## config.mk

```make
export PLATFORM = sky130hd
export DESIGN_NAME = reg_file_dumper
export DESIGN_NICKNAME = d
export VERILOG_FILES = /design/src/rtl/reg_file_dumper.sv
export SDC_FILE = /design/constraint.sdc
export NUM_CORES = 1
export LEC_CHECK = 0
export BUFFER_PORTS_ARGS = -buffer_cell sky130_fd_sc_hd__buf_2
export CORE_UTILIZATION = 43
export DETAILED_ROUTE_END_ITERATION = 8
export PLACE_DENSITY = 0.88
export SLEW_MARGIN = 10
export SYNTH_ARGS = -nofsm -noshare
export SYNTH_HDL_FRONTEND = slang
export SYNTH_SLANG_ARGS = --single-unit
```

## constraint.sdc

```tcl
create_clock -name clk -period 1.9 [get_ports clk]
set_input_delay 0.57 -clock clk [delete_from_list [all_inputs] [get_ports clk]]
set_output_delay 0.57 -clock clk [all_outputs]
set_load 0.05 [all_outputs]
```

## src/rtl/reg_file_dumper.sv

```systemverilog
// Register file dumper: streams every register over a valid/ready port (dump)
// or zeroes registers 1..2^ADDR_WIDTH-1 with one write per cycle (clear).
module reg_file_dumper #(
  parameter int DATA_WIDTH = 32,
  parameter int ADDR_WIDTH = 5
) (
  input  logic                  clk,
  input  logic                  rst,
  input  logic                  start,
  input  logic                  mode,
  output logic                  busy,
  output logic                  done,
  output logic [ADDR_WIDTH-1:0] raddr,
  input  logic [DATA_WIDTH-1:0] rdata,
  output logic                  wen,
  output logic [ADDR_WIDTH-1:0] waddr,
  output logic [DATA_WIDTH-1:0] wdata,
  output logic                  out_valid,
  input  logic                  out_ready,
  output logic [DATA_WIDTH-1:0] out_data,
  output logic [ADDR_WIDTH-1:0] out_idx
);

  typedef enum logic [2:0] {IDLE, RD, WAIT, CLR, FIN} state_t;

  localparam logic [ADDR_WIDTH-1:0] IDX_LAST = '1;
  localparam logic [ADDR_WIDTH-1:0] IDX_ONE  = ADDR_WIDTH'(1);

  state_t                state;
  logic [ADDR_WIDTH-1:0] idx;

  assign wdata = '0;

  // All outputs are registered; raddr/waddr are loaded one edge ahead so they
  // already equal idx during the RD/CLR cycle that uses them.
  always_ff @(posedge clk or posedge rst) begin
    if (rst) begin
      state     <= IDLE;
      idx       <= '0;
      busy      <= 1'b0;
      done      <= 1'b0;
      out_valid <= 1'b0;
      out_data  <= '0;
      out_idx   <= '0;
      wen       <= 1'b0;
      waddr     <= '0;
      raddr     <= '0;
    end else begin
      done <= 1'b0;
      case (state)
        IDLE: begin
          if (start) begin
            busy <= 1'b1;
            if (mode) begin
              // Register 0 is never cleared, so the sweep starts at 1.
              idx   <= IDX_ONE;
              wen   <= 1'b1;
              waddr <= IDX_ONE;
              state <= CLR;
            end else begin
              idx   <= '0;
              raddr <= '0;
              state <= RD;
            end
          end
        end
        RD: begin
          out_data  <= rdata;
          out_idx   <= idx;
          out_valid <= 1'b1;
          raddr     <= '0;
          state     <= WAIT;
        end
        WAIT: begin
          if (out_valid && out_ready) begin
            out_valid <= 1'b0;
            if (idx == IDX_LAST) begin
              done  <= 1'b1;
              state <= FIN;
            end else begin
              idx   <= idx + IDX_ONE;
              raddr <= idx + IDX_ONE;
              state <= RD;
            end
          end
        end
        CLR: begin
          if (idx == IDX_LAST) begin
            wen   <= 1'b0;
            waddr <= '0;
            done  <= 1'b1;
            state <= FIN;
          end else begin
            idx   <= idx + IDX_ONE;
            waddr <= idx + IDX_ONE;
          end
        end
        FIN: begin
          busy  <= 1'b0;
          state <= IDLE;
        end
        default: begin
          busy      <= 1'b0;
          out_valid <= 1'b0;
          wen       <= 1'b0;
          waddr     <= '0;
          raddr     <= '0;
          state     <= IDLE;
        end
      endcase
    end
  end

endmodule

```

======== Yosys cells after proc, flatten, opt, wreduce, memory -nomap -nowiden ========
Cells that the tools add are included.
word-level totals
  register bits after elaboration ......... 59
  latch bits .............................. 0
  memory bits (writable) .................. 0
  memory bits (read-only) ................. 0
  bits of input ports ..................... 37
  memories kept ........................... 0
operators by class
  $add $sub $neg .......................... 1
  multiply operators ...................... 0
  div/mod/pow operators ................... 0
  order comparisons ....................... 0
  equality and inequality tests ........... 11
  shift operators ......................... 0
  mux-type cells .......................... 31
  bitwise logic cells ..................... 4
  reductions and logical operators ........ 14
operators by type and width
  cell                                                              count
  5-bit 2-to-1 mux                                                  10
  5-bit case mux with 3 select lines                                3
  3-bit 2-to-1 mux                                                  4
  2-bit != test (second input constant)                             6
  3-bit case mux with 4 select lines                                1
  3-bit AND reduction                                               3
  3-bit OR reduction                                                3
  1-bit 2-to-1 mux                                                  8
  3-bit by 2-bit == test with 1-bit output (second input constant)  2
  1-bit case mux with 3 select lines                                2
  5-bit by 1-bit adder with 5-bit output (second input constant)    1
  5-bit == test (second input constant)                             1
  5-bit AND reduction                                               1
  1-bit inverter                                                    4
  1-bit case mux with 2 select lines                                2
  2-bit AND reduction                                               2
  4-bit AND reduction                                               1
  3-bit by 1-bit == test with 1-bit output (second input constant)  1
  3-bit == test (second input constant)                             1
  3-bit zero test                                                   1
  3-bit nonzero test                                                1
  2-bit 2-to-1 mux                                                  1
  2-bit OR reduction                                                1
  1-bit logical AND                                                 1

======== Logic depth before layout (Yosys ltp) ========
  depth in word-level cells ............... 4
  mapped depth ............................ 7

======== Worst setup path after synthesis ========
No wires, ideal clock.
  kind .................................... register -> register
  from .................................... reg idx[0]
  to ...................................... reg idx[3]
  library setup time ...................... 129 ps
  arrival time ............................ 1704 ps
  required time ........................... 1771 ps
  path slack .............................. 68 ps
  cell stages (with the launch flop) ...... 7
  cell sequence ........................... dfrtp_1 > ha_1 > and3_1 > ha_1 > o31a_4 > o21ai_1 > o41ai_2
on the way
  longest elaborated chain between the ends .. 4
RTL lines
  element                                                                         line    source
  start, declared                                                                 30      logic [ADDR_WIDTH-1:0] idx;
  start signal, assigned                                                          81      idx <= idx + IDX_ONE;
  start signal, assigned                                                          94      idx <= idx + IDX_ONE;
  5-bit by 1-bit adder with 5-bit output / 5-bit == test (equally long branches)  n/a
  5-bit 2-to-1 mux (*)                                                            77, 88
  5-bit 2-to-1 mux                                                                75      if (out_valid && out_ready) begin
  5-bit case mux with 3 select lines (*)                                          50      case (state)
Mark *: on every way between the ends. The rest lies on a longest branch, timed or not. The select of a mux whose other input is x is not followed.
A chain may end at the register's enable or synchronous reset.

======== Final worst setup path ========
  from .................................... reg idx[0]
  to ...................................... reg idx[0]
The elaborated chain is that of the path after synthesis.

==> impl_metrics.yaml <==
route:
  wire_per_inst_um: 13.08
  firstDrtPassIters: 4
  viasPerCell: 4.915
  totalWireLength_mm: 5.258
  vias: 1976
  antenna_left: 0
  drc_errors: 0
  drt-initial-drc-count: 50
min_path:
  min_path_type: "primary input to async pin"
synth:
  synth_top_family_by_area: "multiplexers"
  synthMuxAreaShare_pct: 15.47
  yosys_warnings: 0
  yosysTopAreaCell: "dfrtp_1"
  synth_simple_gate_area_share_pct: 8.575
  synth_seq_area_share_pct: 53.54
  synth-seq-cells: 59
  synth_edf_count: 0
  synth_xor_area_share_pct: 0.6352
  synth_cells: 223
  ys_top_cells_by_count: "dfrtp_1 (59), mux2_2 (37), buf_4 (33), nor2_1 (11)"
  yosysUniqueCellTypes: 36
  netlist_top_cells_area: "dfrtp_1 (54%), mux2_2 (15%), buf_4 (9.0%), a22o_1 (2.9%), buf_6 (1.6%)"
  synth_async_sr_flop_share_pct: 100.0
  synthAdderAreaFrac_pct: 1.361
  syn_area_um2: 2758
  syn_area_per_cell_um2: 12.37
  synth_compound_area_share_pct: 8.711
  synthMostInstantiatedCell: "dfrtp_1"
  synth_top_flop_cell: "dfrtp_1"
  yosysTopAreaCellShare_pct: 53.54
run:
  cap_violations: 0
worst_setup_path:
  rrSetupSlack_ns: 0.04
  worst_r2r_endpoint: "idx[0]"
  cp-end-kind: "flop"
  criticalPathCategory: "flop to flop"
  crit_path_max_incr_delay_ns: 0.39
  crit_fanout: 5
  startpoint_type: "flop"
  critPathSlowestCell: "dfrtp_1"
  r2r_cells: 7
  worst_ep_arrival_time_ns: 2.06
  crit_required_ns: 2.10
  crit_chain: "ha_1, and3_1, ha_2, nor2b_1, nor2_1, o31ai_1, o21ai_0"
  r2r-start: "idx[0]"
global_route:
  gr-usage-all-layers_pct: 16.54
  globalRouteOverflowTotal: 0
  antenna_found_initial: 0
  grt_pass1_wl_mm: 8.197
  first_global_vias: 1788
  grt_max_degree: 60
timing:
  finalSetupTns_ns: 0
  slew_violations: 0
  final-setup-viol-count: 0
  finalCriticalPeriod_ns: 1.859
  fmax_mhz: 537.9
  hold_violations: 0
  fin_ws_ns: 0.04098
  finalClockSkew_ns: 0.008290
  fin_crit_sh_pct: 97.84
clock_tree:
  h-tree-depth: 3
  cts-root-buf: "clkbuf_8"
  tritoncts: "done"
  cts_hold_buffers: 0
  cts_buffers: 9
  post_cts_resized: 0
  post_cts_buffers: 0
  cts.sink_count: 59
  path_clk_slew_ns: 0.08
  insertion_delay_ns: 0.33
  clockBufferDepth: 2
die:
  coreArea_um2: 6061
  fp.dieArea_um2: 6737
  dieHeight_um: 82.08
  rows: 28
  initial_core_util_pct: 45.50
  io_pins: 120
  die_width_um: 82.08
finish:
  fill_cells: 549
  final_nets: 362
  drive_gt1_share_pct: 48.93
  syn_to_final_growth_pct: 24.32
  finalInstanceArea_um2: 3428
  antenna_cells: 0
run_status:
  outcome: "completed"
place:
  dp_slack_ns: 0.03478
  portBuffers: 87
  dpl.hpwl_mm: 3.881
  gp_congestion: 0.8398
  dpl_cell_area_um2: 3211
## critical path: cells and delay by family (launching register included)
kind	cells	cell delay, ns
and+or+nand+nor	3	0.51
AOI/OAI and AO/OA	2	0.37
DFF	1	0.39
adders and majority gates	2	0.46
## state kept, by name (all words and copies together) (netlist names)
| register | cells |
|---|---|
| state | 3 |
| idx | 5 |
| waddr | 5 |
| out_data | 32 |
| wen | 1 |
| raddr | 5 |
| out_valid | 1 |
| done | 1 |
| busy | 1 |
| out_idx | 5 |
## cell families (layout without fill, tap and decap cells)
| family | count (synthesis) | count (layout) |
|---|---|---|
| flops | 59 | 59 |
| simple gates | 45 | 45 |
| buf+inv | 43 | 116 |
| mux | 38 | 38 |
| compound gates | 32 | 32 |
| fa+ha+maj | 3 | 3 |
| xor+xnor | 2 | 2 |
| other cells | 1 | 32 |
## worst max-delay path by stage
stage | start | end | slack (ns) | depth (start not counted)
3_5_place_dp | idx[0] | idx[0] | 0.03 | 7
3_3_place_gp | start | waddr[3] | 0.11 | 4
5_1_grt | idx[0] | raddr[3] | -0.03 | 6
4_1_cts | idx[0] | idx[3] | 0.02 | 6
2_1_floorplan | idx[0] | idx[3] | 0.07 | 6
6_report | idx[0] | idx[0] | 0.04 | 7
## per-layer routing
metal | vias to the layer above | wire length [µm] | GRT usage (%)
met5 | - | 0 | 0
met4 | 0 | 55 | 5.789
met3 | 7 | 387 | 5.333
met2 | 88 | 2548 | 26.78
met1 | 965 | 2266 | 20.64
li1 | 916 | - | -
## layout by cell type, fill, tap and decap left out, types with 2 or more instances in the layout
cell        netlist  final
nand2b_1          3      3
a22o_1            9      9
a21oi_1           6      6
nor2_1           11     11
dfrtp_1          59     59
conb_1            1     32
buf_2             3     87
buf_4            33      9
buf_12            0      2
clkbuf_8          0      9
nand2_1           9      9
nand3_1           5      4
clkinv_4          0      3
and3_1            3      3
clkinvlp_4        0      2
mux2_2           37     37
o31ai_1           2      2
and2_1            2      2
o21ai_0           7      7
nor3_1            2      2
ha_1              3      2
nor2b_1           6      5
## area by class of cell
cell class	count	area [µm²]	share of cell area, %
clock inverters	7	77.57	2.263
multi-input cells	152	1102	32.15
well taps	75	93.84	2.737
repair buffers	98	543.0	15.84
flip-flops and latches	59	1476	43.07
inverters	2	11.26	0.3285
clock buffers	9	123.9	3.613
## per-stage QoR
step | hold slack (ns) | util, % | cells
after global routing | 0.3306 | 56.56 | 402
after CTS | 0.3224 | 56.30 | 402
after global placement | 0.4800 | 52.97 | 386
after floorplan | 0.4881 | - | 254
after detailed placement | 0.4746 | 52.97 | 386
final | 0.3199 | 56.56 | 402
Power is not shown: default switching activity piles up to over one toggle a cycle in this logic, so the estimate is an artifact.
